==> src/rtl/alu_arbiter.sv <==
// alu_arbiter
// Shares one ALU between two requesters (port 0 = execute stage, port 1 =
// address-generation / memory stage). One operation is in flight at a time.
//
// Ports:
//   clk, reset                 clock, synchronous active-high reset
//   req_valid/req_ready [1:0]  per-port request handshake (bit i = port i)
//   req_a0/req_b0/req_op0      port 0 operands and opcode
//   req_a1/req_b1/req_op1      port 1 operands and opcode
//   rsp_valid/rsp_ready [1:0]  per-port response handshake
//   rsp_result/zero/neg        captured ALU result and flags (shared bus)
//   alu_a/alu_b/alu_op/alu_en  drive the ALU instance
//   alu_result/zero/neg        ALU outputs
//   busy                       high whenever the FSM is not idle
//   dbg_state                  current FSM state, for observation only
//
// Handshake rule (both directions): a transfer happens in a cycle where
// valid and ready are both high at the rising edge. Request valid may be
// held for any number of cycles; operands are sampled only at the transfer.
// Response valid, result and flags stay stable until the transfer.
module alu_arbiter #(
  parameter int WIDTH       = 32,
  parameter int ALU_LATENCY = 1    // legal range 1..15
) (
  input  logic             clk,
  input  logic             reset,
  input  logic [1:0]       req_valid,
  output logic [1:0]       req_ready,
  input  logic [WIDTH-1:0] req_a0,
  input  logic [WIDTH-1:0] req_b0,
  input  logic [2:0]       req_op0,
  input  logic [WIDTH-1:0] req_a1,
  input  logic [WIDTH-1:0] req_b1,
  input  logic [2:0]       req_op1,
  output logic [1:0]       rsp_valid,
  input  logic [1:0]       rsp_ready,
  output logic [WIDTH-1:0] rsp_result,
  output logic             rsp_zero,
  output logic             rsp_neg,
  output logic [WIDTH-1:0] alu_a,
  output logic [WIDTH-1:0] alu_b,
  output logic [2:0]       alu_op,
  output logic             alu_en,
  input  logic [WIDTH-1:0] alu_result,
  input  logic             alu_zero,
  input  logic             alu_neg,
  output logic             busy,
  output logic [1:0]       dbg_state
);

  typedef enum logic [1:0] {
    IDLE = 2'd0,
    EXEC = 2'd1,
    RESP = 2'd2
  } state_e;

  localparam logic [3:0] LAT = 4'(ALU_LATENCY);

  state_e           state_q, state_d;
  logic [3:0]       cnt_q, cnt_d;
  logic             prio_q, prio_d;
  logic             gnt_q, gnt_d;
  logic [WIDTH-1:0] a_q, a_d, b_q, b_d;
  logic [2:0]       op_q, op_d;
  logic [WIDTH-1:0] res_q, res_d;
  logic             zero_q, zero_d, neg_q, neg_d;
  logic             gnt_sel;

  // A lone valid port wins; when both are valid the round-robin pointer decides.
  assign gnt_sel = (req_valid == 2'b11) ? prio_q : req_valid[1];

  always_comb begin
    state_d   = state_q;
    cnt_d     = cnt_q;
    prio_d    = prio_q;
    gnt_d     = gnt_q;
    a_d       = a_q;
    b_d       = b_q;
    op_d      = op_q;
    res_d     = res_q;
    zero_d    = zero_q;
    neg_d     = neg_q;
    req_ready = 2'b00;
    rsp_valid = 2'b00;
    alu_en    = 1'b0;
    case (state_q)
      IDLE: begin
        // Ready is masked during reset so nothing appears accepted that cycle.
        if (!reset && (req_valid != 2'b00)) begin
          req_ready = gnt_sel ? 2'b10 : 2'b01;
          gnt_d     = gnt_sel;
          a_d       = gnt_sel ? req_a1  : req_a0;
          b_d       = gnt_sel ? req_b1  : req_b0;
          op_d      = gnt_sel ? req_op1 : req_op0;
          cnt_d     = LAT;
          state_d   = EXEC;
        end
      end
      EXEC: begin
        alu_en = 1'b1;
        cnt_d  = cnt_q - 4'd1;
        // Only the last EXEC cycle's ALU output is taken.
        if (cnt_q == 4'd1) begin
          res_d   = alu_result;
          zero_d  = alu_zero;
          neg_d   = alu_neg;
          state_d = RESP;
        end
      end
      RESP: begin
        rsp_valid = gnt_q ? 2'b10 : 2'b01;
        if (rsp_ready[gnt_q]) begin
          prio_d  = ~gnt_q;
          state_d = IDLE;
        end
      end
      default: state_d = IDLE;
    endcase
  end

  always_ff @(posedge clk) begin
    if (reset) begin
      state_q <= IDLE;
      cnt_q   <= 4'd0;
      prio_q  <= 1'b0;
      gnt_q   <= 1'b0;
      a_q     <= '0;
      b_q     <= '0;
      op_q    <= 3'd0;
      res_q   <= '0;
      zero_q  <= 1'b0;
      neg_q   <= 1'b0;
    end else begin
      state_q <= state_d;
      cnt_q   <= cnt_d;
      prio_q  <= prio_d;
      gnt_q   <= gnt_d;
      a_q     <= a_d;
      b_q     <= b_d;
      op_q    <= op_d;
      res_q   <= res_d;
      zero_q  <= zero_d;
      neg_q   <= neg_d;
    end
  end

  assign alu_a      = a_q;
  assign alu_b      = b_q;
  assign alu_op     = op_q;
  assign rsp_result = res_q;
  assign rsp_zero   = zero_q;
  assign rsp_neg    = neg_q;
  assign busy       = (state_q != IDLE);
  assign dbg_state  = state_q;

endmodule

==> config.mk <==
export PLATFORM = sky130hd
export DESIGN_NAME = alu_arbiter
export DESIGN_NICKNAME = d
export VERILOG_FILES = /design/src/rtl/alu_arbiter.sv
export SDC_FILE = /design/constraint.sdc
export NUM_CORES = 1
export LEC_CHECK = 0
export CAP_MARGIN = 20
export CORE_MARGIN = 2
export CORE_UTILIZATION = 37
export CTS_CLUSTER_DIAMETER = 50
export DETAILED_ROUTE_END_ITERATION = 16
export PLACE_DENSITY_LB_ADDON = 0.08
export RECOVER_POWER = 25
export SLEW_MARGIN = 20
export SYNTH_ARGS = -nofsm -noshare
export SYNTH_HDL_FRONTEND = slang
export SYNTH_SLANG_ARGS = --single-unit
==> constraint.sdc <==
create_clock -name clk -period 1.7 [get_ports clk]
set_input_delay 0.34 -clock clk [delete_from_list [all_inputs] [get_ports clk]]
set_output_delay 0.34 -clock clk [all_outputs]
set_load 0.01 [all_outputs]
==> results.toml <==
[global_routing]
track_usage_pct = 23.87
overflow = 0
grt_max_degree = 72
grtUsageMet1_pct = 26.88
antenna_found_initial = 0
grt_pass1_wl_um = 24500
grt_pass1_vias = 4616
met2_usage_pct = 40.44
top_usage_layer = "met2"
grtUsageMet3_pct = 10.16

[timing]
rsz0062_at_grt = "yes"
skew_ns = 0.007175
hold_violations = 0
final.setup.tns_ns = 0
fmax_mhz = 596.2
hold_ws_ns = 0.4725
finalSetupViolations = 0
tightest_slew_ns = 0.6552
fin_crit_sh_pct = 98.66
drv_slew = 0
slew_headroom_pct = 56.32
period_needed_ns = 1.677

[synth]
syn_area_per_cell_um2 = 9.389
synthesis.instances = 480
synthTopCellsByCount = "dfxtp_1, and3_1, nand3_1, a221o_1, o21ai_0"
ys.flop_type = "dfxtp_1"
yosysSeqAreaShare_pct = 48.42
yosysWarningCount = 0
yosysTopAreaCellShare_pct = 48.42
synth.top_cells.by_area = "dfxtp_1, a221o_1, and3_1"
synth.most_common_cell = "dfxtp_1"
synth_edf_count = 0
ys_ff_latch = 109
syn_nets = 656
synth_area_um2 = 4507
synth_top_cell_by_area = "dfxtp_1"
yosysUniqueCellTypes = 42
async_reset_ff_share_pct = 0

[setup_path]
regToRegEndpoint = "rsp_result[10]"
crit_required_ns = 1.36
rr_worst_depth = 6
path_cells = "nor3_4 > buf_4 > and2_4 > buf_6"
max_stage_delay_ns = 0.34
r2r_start = "cnt_q[1]"
critPathArrivalTime_ns = 1.34
cp-start-kind = "flop"
path_class = "reg -> out"
cp_max_fo = 4
r2r_slack_ns = 0.08
end_kind = "output pin"
cp_slowest_cell = "dfxtp_2"
cp-startpoint = "dbg_state[1]"

[cells_and_area]
antenna_cells = 0
stdcell_area_um2 = 7722
area_growth_pct = 71.35
fin_nets = 917
drive_gt1_share_pct = 6.980

[routing]
drtIter0Drc = 366
wl_um = 16370
first_pass_iters = 5
drc = 0
routed-via-count = 4937
drtAntennaViolNets = 0
wl_per_cell_um = 18.35
viasPerCell = 5.535

[cts]
cts_hold_buf = 0
cts_num_sinks = 109
htree_levels = 3
worstSkewPairLatency_ns = 0.35
clock_path_buffers = 2
cts_tree = "built"
clk_pin_slew_ns = 0.07
root_buffer = "clkbuf_16"
cts_made_buffers = 9

[placement]
portBuffers = 282
place_congestion = 0.7683
dp_hpwl_um = 11560
placed_cell_area_um2 = 7447

[hold_path]
hp-start = "rsp_result[8]"
hp-class = "reg -> reg"
worstHoldEndpoint = "rsp_result[8]"
holdPathStages = 2

[die]
rows = 40
initial_core_util_pct = 37.68
chipWidth_um = 114.4
die-area_um2 = 13080
core_area_um2 = 11960
io_pins = 283
die_y_um = 114.4

[power_and_ir_drop]
p_int_mw = 5.111
pwr-share-comb_pct = 30.4
power.total_mw = 7.170
p_switching_mw = 2.059
power_leakage_nw = 3.033
pwr-share-seq_pct = 41.8
ir_worst_vdd_v = 0.0007164
power_density_nw_per_um2 = 928.4
switching_share_pct = 28.71
clkPwrFrac_pct = 27.8

[flow_run]
maxCapViolCount = 0

[outcome]
status = "finished, final reports clean"
-- state kept, by name, indices dropped and copies added, names as in the netlist --
signal,count
gnt_q,1
alu_a,32
rsp_zero,1
prio_q,1
alu_b,32
alu_op,3
cnt_q,4
rsp_neg,1
dbg_state,2
rsp_result,32
-- power by group through the flow --
stage / combinational (mW) / sequential, mW / clock [mW]
final: 2.18 / 3.00 / 1.99
after global routing: 2.34 / 3.03 / 2.17
after CTS: 2.22 / 3.00 / 2.06
after detailed placement: 2.21 / 3.05 / 0
after global placement: 2.18 / 3.05 / 0
after floorplan: 0.868 / 3.15 / 0
-- repair_timing --
action	4_1_cts	5_1_grt
resized for setup	25	18
hold endpoints to repair	0	0
cloned	0	1
buffers inserted	1	0
pin swaps	2	2
endpoints found under the setup margin	65	79
-- worst max-delay path by stage --
stage,end,slack [ns]
final,req_ready[0],0.02
after global routing,req_ready[0],-0.07
after CTS,req_ready[1],-0.07
after detailed placement,alu_a[6],-0.44
after global placement,alu_a[10],-0.40
after floorplan,rsp_result[10],0.11
-- cells by family after synthesis --
| logic type | share of synthesized area [%] |
|---|---|
| compound gates | 24.82 |
| xor+xnor | 0.1944 |
| fa+ha+maj | 0.5552 |
| buf+inv | 6.968 |
| flops | 48.42 |
| mux | 0.2221 |
| simple gates | 18.82 |
-- area by class of cell --
| type | instances | area (um^2) |
|---|---|---|
| repair buffers | 306 | 3030 |
| well taps | 147 | 183.9 |
| flip-flops and latches | 109 | 2183 |
| inverters | 4 | 15.01 |
| clock buffers | 14 | 274.0 |
| multi-input cells | 311 | 2031 |
| fillers | 980 | 4239 |
| clock inverters | 1 | 5.005 |
-- per-stage QoR --
step / setup WS (ns) / util (%) / instances
6_report: 0.02282 / 64.56 / 892
5_1_grt: -0.07030 / 64.56 / 892
4_1_cts: -0.06516 / 64.72 / 891
3_5_place_dp: -0.4410 / 62.26 / 875
3_3_place_gp: -0.4016 / 62.26 / 875
2_1_floorplan: 0.1146 / - / 480
-- worst max-delay path: cells and delay by family, from the launching register on --
kind	cells	cell delay, ns
simple gates	2	0.39
buf+inv	2	0.26
flops	1	0.34
-- cells in the final DEF (no fill, tap or decap), drive strengths merged, types with 3 or more instances in the layout --
| cell | netlist | layout |
|---|---|---|
| nand2b | 3 | 3 |
| buf | 26 | 22 |
| inv | 3 | 3 |
| nand3b | 3 | 3 |
| a31oi | 18 | 18 |
| o21ai | 51 | 51 |
| nand4 | 17 | 17 |
| and3 | 51 | 51 |
| dlygate4sd3 | 0 | 23 |
| dfxtp | 109 | 109 |
| clkbuf | 30 | 21 |
| nand3 | 51 | 51 |
| clkdlybuf4s50 | 0 | 248 |
| dlygate4sd2 | 0 | 4 |
| a221o | 50 | 50 |
| a21oi | 39 | 39 |
| nand2 | 3 | 3 |
-- routing by layer --
layer,wire length (um),up-vias
met2,7987,231
met5,0,-
met4,420,0
li1,-,2356
met1,6292,2319
met3,1672,31
(Power assumes the default switching activity.)
